$ cat config.mk
export PLATFORM = sky130hd
export DESIGN_NAME = wb_register_file
export DESIGN_NICKNAME = d
export VERILOG_FILES = /design/src/rtl/wb_register_file.sv
export SDC_FILE = /design/constraint.sdc
export NUM_CORES = 2
export LEC_CHECK = 0
export CAP_MARGIN = 20
export CORE_MARGIN = 4
export CORE_UTILIZATION = 36
export DETAILED_ROUTE_END_ITERATION = 6
export HOLD_SLACK_MARGIN = 0.05
export PLACE_DENSITY = 0.52
export REMOVE_ABC_BUFFERS = 1
export SLEW_MARGIN = 10
export SYNTH_ARGS = -nofsm -noshare
export SYNTH_HDL_FRONTEND = slang
export SYNTH_SLANG_ARGS = --single-unit
$ cat constraint.sdc
create_clock -name clk -period 2.8 [get_ports clk]
set_clock_uncertainty 0.15 [all_clocks]
set_input_delay 0.56 -clock clk [delete_from_list [all_inputs] [get_ports clk]]
set_output_delay 0.56 -clock clk [all_outputs]
set_load 0.02 [all_outputs]
$ cat src/rtl/wb_register_file.sv
// wb_register_file
//   Write-back stage of the pipeline: picks the write-back value from the MEM/WB
//   register, commits it to a 2**ADDR_W x DATA_W register file and serves the two
//   ID-stage read ports. When BYPASS is set, a read that hits the register being
//   written this cycle sees the new value in the same cycle. A retire counter
//   counts every committed write.
//
// Ports
//   clk              in   1        rising-edge clock
//   reset            in   1        asynchronous, active-low reset
//   wb_reg_write_i   in   1        RegWrite from MEM/WB
//   wb_mem_to_reg_i  in   1        MemtoReg: 1 = ReadData, 0 = ALUResult
//   wb_read_data_i   in   DATA_W   load data from MEM/WB
//   wb_alu_result_i  in   DATA_W   ALU result from MEM/WB
//   wb_write_reg_i   in   ADDR_W   destination register from MEM/WB
//   rs_addr_i        in   ADDR_W   read port A address
//   rt_addr_i        in   ADDR_W   read port B address
//   rs_data_o        out  DATA_W   read port A data (combinational)
//   rt_data_o        out  DATA_W   read port B data (combinational)
//   wb_data_o        out  DATA_W   selected write-back value (to forwarding unit)
//   retire_count_o   out  COUNT_W  number of committed register writes (wraps)

module wb_register_file #(
    parameter int DATA_W  = 32,
    parameter int ADDR_W  = 5,
    parameter int BYPASS  = 1,
    parameter int COUNT_W = 32
) (
    input  logic               clk,
    input  logic               reset,
    input  logic               wb_reg_write_i,
    input  logic               wb_mem_to_reg_i,
    input  logic [DATA_W-1:0]  wb_read_data_i,
    input  logic [DATA_W-1:0]  wb_alu_result_i,
    input  logic [ADDR_W-1:0]  wb_write_reg_i,
    input  logic [ADDR_W-1:0]  rs_addr_i,
    input  logic [ADDR_W-1:0]  rt_addr_i,
    output logic [DATA_W-1:0]  rs_data_o,
    output logic [DATA_W-1:0]  rt_data_o,
    output logic [DATA_W-1:0]  wb_data_o,
    output logic [COUNT_W-1:0] retire_count_o
);

    localparam int NUM_REGS  = 2 ** ADDR_W;
    localparam bit BYPASS_EN = (BYPASS != 0);

    logic [DATA_W-1:0] regs [NUM_REGS];
    logic              wr_en;

    assign wb_data_o = wb_mem_to_reg_i ? wb_read_data_i : wb_alu_result_i;

    // RegWrite gates the address compare, so an undriven destination while
    // RegWrite is low cannot enable a write. Register 0 is never a target.
    assign wr_en = wb_reg_write_i && (wb_write_reg_i != '0);

    always_ff @(posedge clk or negedge reset) begin
        if (!reset) begin
            for (int i = 0; i < NUM_REGS; i++) begin
                regs[i] <= '0;
            end
            retire_count_o <= '0;
        end else if (wr_en) begin
            regs[wb_write_reg_i] <= wb_data_o;
            retire_count_o       <= retire_count_o + COUNT_W'(1);
        end
    end

    // Read ports: held at zero during reset, register 0 always reads zero
    // (bypass included), then bypass hit, then array contents.
    always_comb begin
        rs_data_o = '0;
        if (reset && (rs_addr_i != '0)) begin
            if (BYPASS_EN && wr_en && (rs_addr_i == wb_write_reg_i)) begin
                rs_data_o = wb_data_o;
            end else begin
                rs_data_o = regs[rs_addr_i];
            end
        end
    end

    always_comb begin
        rt_data_o = '0;
        if (reset && (rt_addr_i != '0)) begin
            if (BYPASS_EN && wr_en && (rt_addr_i == wb_write_reg_i)) begin
                rt_data_o = wb_data_o;
            end else begin
                rt_data_o = regs[rt_addr_i];
            end
        end
    end

endmodule

Yosys cells after proc, flatten, opt, wreduce, memory -nomap -nowiden
Index checks and enable logic that the tools add are counted.
- $lt $le $gt $ge: 4
- muxes and demuxes: 14
- reduce and logical (&&, ||, !) cells: 9
- add/subtract/negate cells: 1
- equal/unequal tests: 2
- bitwise logic cells: 3
- operator list (kind ; count):
    $bwmux W1024 ; 1
    $bmux W32 S5 ; 2
    $mux W32 ; 10
    $demux W32 S5 ; 1
    $add A32 B1 Y32 const B ; 1
    $ge A6 B6 Y1 const B ; 3
    $not A5 Y6 ; 3
    $reduce_bool A5 Y1 ; 3
    $eq A5 B5 Y1 ; 2
    $logic_and A1 B1 Y1 ; 6
    $lt A6 B1 Y1 const B ; 1
- output and inout bits: 128
- input bits: 83
- logic and storage cells: 66
- flip-flop bits (word level): 1056

Depth between registers and ports, before layout
- word-level depth: 6
- depth in mapped cells: 9
- gate-level depth less buffers: 5

Least setup slack after synthesis
Ideal clock, no wire load.
- path kind: input to output
- from: input port wb_write_reg_i[2]
- to: output port rt_data_o[14]
- cell stages on the path: 7
- required time: 2090 ps
- data arrival time: 2274 ps
- path buffers: 2
- slack: -184 ps
- cell sequence: buf_6 -> nor3_4 -> a21oi_2 -> a31oi_1 -> buf_2 -> nand2_1 -> o32ai_1
- word-level cells in the longest chain between the ends: 5
- elaborated cells on any way between the ends: 6
- those cells by class: 1 x eq/ne; 2 x mux; 3 x reduce/logical
- RTL lines (element ; line ; RTL):
    start, declared ; 35 ; input logic [ADDR_W-1:0] wb_write_reg_i,
    $reduce_bool A5 Y1 ; 54 ; assign wr_en = wb_reg_write_i && (wb_write_reg_i != '0);
    $logic_and A1 B1 Y1 ; 54 ;
    $logic_and A1 B1 Y1 * ; 84 ; if (BYPASS_EN && wr_en && (rt_addr_i == wb_write_reg_i)) begin
    $mux W32 * ; 84 ;
    $mux W32 * ; 83 ; if (reset && (rt_addr_i != '0)) begin
    end, declared ; 39 ; output logic [DATA_W-1:0] rt_data_o,
Every way passes the cells marked *; elsewhere a longest branch is shown, timed or not.

Worst setup path in the final report
- from: register regs[360] in the netlist's numbering
- to: output port rt_data_o[8]
- word-level cells in the longest chain between the ends: 5
- RTL lines (element ; line ; RTL):
    start, declared ; 47 ; logic [DATA_W-1:0] regs [NUM_REGS];
    start signal, assigned by index ; 63 ; regs[wb_write_reg_i] <= wb_data_o;
    $bmux W32 S5 ; 87 ; rt_data_o = regs[rt_addr_i];
    $mux W32 (implied by the code) (2 in a row) ; 87 ;
    $mux W32 ; 84 ;
    $mux W32 ; 83 ;
No other way between the ends. The select of a mux whose other input is x is not followed.

==> results.json <==
{
  "yosysWarnings": 0,
  "leakage_nw": 31.1,
  "crit_arrival_ns": 2.66,
  "pre_cts_ws_ns": -1.55,
  "timing.hold.ws_ns": 0.0153,
  "multiInputGateArea_mm2": 0.0286,
  "critPathRequiredTime_ns": 2.09,
  "via_per_inst": 5.80,
  "powerDensity_mw_per_mm2": 690,
  "grt_start_max_net_pins": 154,
  "max-vdd-ir-drop_mv": 0.540,
  "vias": 43420,
  "gr-usage-all-layers": 0.263,
  "clock_path_buffers": 3,
  "n_antenna_cell": 0,
  "maxCapViolCount": 0,
  "wl_um": 211000,
  "fin_cells": 7484,
  "num-fill-cells": 13004,
  "violations": "negative setup slack",
  "antenna_found_initial": 1,
  "p_comb_frac": 0.253,
  "core_area_mm2": 0.148,
  "io_buffers": 210,
  "root_buffer": "clkbuf_16",
  "place_inst": 7063,
  "syn_area_mm2": 0.0539,
  "setup-tns-final_ns": -21.41,
  "worst_slew_pin_slew_ns": 0.961,
  "min_path_type": "input pin to asynchronous set/reset pin",
  "die-area_mm2": 0.156,
  "drc": 0,
  "die_w_um": 395,
  "switching_share": 0.303,
  "p_clk_frac": 0.333,
  "status": "complete, but fails checks",
  "cp-start-kind": "register",
  "clkLatencyLatePin_ns": 0.76,
  "fin_ws_ns": -0.573,
  "num-nets-final": 5541,
  "seq_area_mm2": 0.0264,
  "fin_crit_ns": 3.37,
  "drt_iter0_markers": 4508,
  "rows": 141,
  "relSlewSlack": 0.360,
  "ys_ff_latch": 1056,
  "ios": 211,
  "timing_hold_violations_final": 0,
  "regToRegSetupSlack_ns": 0.73,
  "final_area_mm2": 0.0734,
  "numCtsBuffers": 118,
  "ys_top_cells_by_area": "dfrtp_1, mux4_2, a21oi_1",
  "crit_fanout": 2,
  "cts_max_level": 3,
  "cts_tree": "done",
  "final_cell_mix": "dfrtp_1, a21oi_1, nand2_1",
  "finalCritPeriodShare": 1.20,
  "p_sw_w": 0.0153,
  "cp-end-kind": "output pin",
  "synthCells": 4877,
  "die_height_um": 395,
  "r2r_cells": 7,
  "yosysTopAreaCellShare": 0.491,
  "firstDrtPassIters": 6,
  "hpwl_um": 131000,
  "setup-violations-final": 64,
  "grt_pass1_wl_um": 304000,
  "grt_pass1_vias": 42604,
  "syn2layout_area_growth_pct": 36.2,
  "postSynthAreaPerCell_um2": 11.0,
  "initial_core_util": 0.364,
  "achievable-frequency_ghz": 0.297,
  "layout-drive-gt1-share": 0.353,
  "place.gp.congestion": 0.834,
  "synth_top_cell_by_area": "dfrtp_1",
  "synth-edff-count": 0,
  "grt_overflow_total": 0,
  "yosys_most_used_dff": "dfrtp_1",
  "internal_power_w": 0.0353,
  "rsz0062_at_grt": "yes",
  "p_seq_frac": 0.413,
  "wl_per_cell_um": 28.2,
  "layout_commonest_cell": "dfrtp_1",
  "yosysSeqAreaShare": 0.491,
  "critPathKind": "register to output pin",
  "ant_nets": 0,
  "synthArstFlopShare": 1.00,
  "slew_viol_final": 0,
  "place_area_mm2": 0.0626,
  "synth_cell_types": 56,
  "path_clk_slew_ns": 0.07,
  "cts.sinks": 1056
}
==> through the flow <==
| stage | util | power [W] |
|---|---|---|
| floorplan | - | 0.0271 |
| global placement | 0.423 | 0.0317 |
| CTS | 0.474 | 0.0497 |
| global route | 0.495 | 0.0529 |
| detailed placement | 0.423 | 0.0320 |
| finish | 0.495 | 0.0506 |
==> final cells by class <==
class                           count  share of cell area
Multi-Input combinational cell   3260               0.389
Sequential cell                  1056               0.360
Timing Repair Buffer              983               0.158
Clock buffer                      180              0.0493
Tap cell                         1930              0.0329
Clock inverter                     37             0.00796
Inverter                           38             0.00194
==> worst paths after layout <==
kind	startpoint	to
setup / recovery	regs[360]	rt_data_o[8]
hold / removal	reset	retire_count_o[10]
setup reg to reg	retire_count_o[4]	retire_count_o[31]
hold reg to reg	regs[1002]	regs[1002]
max in group asynchronous	reset	regs[963]
min in group clk	wb_write_reg_i[3]	regs[904]
==> worst max-delay path: stages (launching register included) <==
cell      delay (ns)
dfrtp_1         0.39
buf_4           0.14
mux4_2          0.45
mux2_4          0.30
a221oi_2        0.27
o32ai_2         0.16
buf_4           0.18
==> logic make-up after synthesis <==
group	synth area share
flip-flops	0.491
AND/OR/NAND/NOR	0.0945
adder cells (fa/ha/maj)	0.000232
AO/OA/AOI/OAI	0.137
XOR/XNOR	0.00681
multiplexers	0.227
buffers and inverters	0.0446
==> repair_timing <==
action / CTS / global route
endpoints found under the setup margin: 86 / 135
hold buffers: 2 / 0
gates resized for setup: 693 / 465
buffers inserted: 108 / 124
gates cloned: 13 / 15
hold endpoints to repair: 125 / 0
pin swaps: 76 / 147
==> registers in the layout, indices dropped and copies added, names as in the netlist <==
signal / cells
regs: 1024
retire_count_o: 32
==> Yosys cell counts, types with 4 or more instances <==
cell type,instances
a211oi_1,34
a21oi_1,557
a221oi_1,5
a22oi_1,60
and2_1,5
and3_1,4
buf_1,16
buf_2,110
buf_4,35
buf_6,4
clkbuf_1,358
dfrtp_1,1056
inv_1,37
mux2_2,5
mux2i_1,129
mux4_2,482
nand2_1,581
nand3_1,42
nand3b_1,7
nand4_1,8
nor2_1,545
nor2_2,4
nor2_4,4
nor2b_1,5
nor3_1,8
nor3b_1,6
nor4_1,22
o21ai_0,503
o22a_1,8
o22ai_1,122
o2bb2ai_1,34
o32ai_1,8
xnor2_1,25
xor2_1,15
==> power groups by stage <==
stage                     registers (W)  clock network (W)  logic [W]
after floorplan                  0.0204                  0    0.00669
after global placement           0.0209                  0     0.0108
after detailed placement         0.0211                  0     0.0109
after CTS                        0.0208             0.0171     0.0118
after global routing             0.0213             0.0177     0.0139
final                            0.0209             0.0169     0.0128
==> per-layer routing <==
| layer | up-vias | track usage | part of all wire |
|---|---|---|---|
| met1 | 22317 | 0.375 | 0.42 |
| met2 | 1841 | 0.409 | 0.46 |
| met3 | 359 | 0.0451 | 0.080 |
| li1 | 18903 | - | - |
| met5 | - | 0 | 0 |
| met4 | 0 | 0.0878 | 0.038 |
No activity file was read; power rests on OpenSTA's default activity.
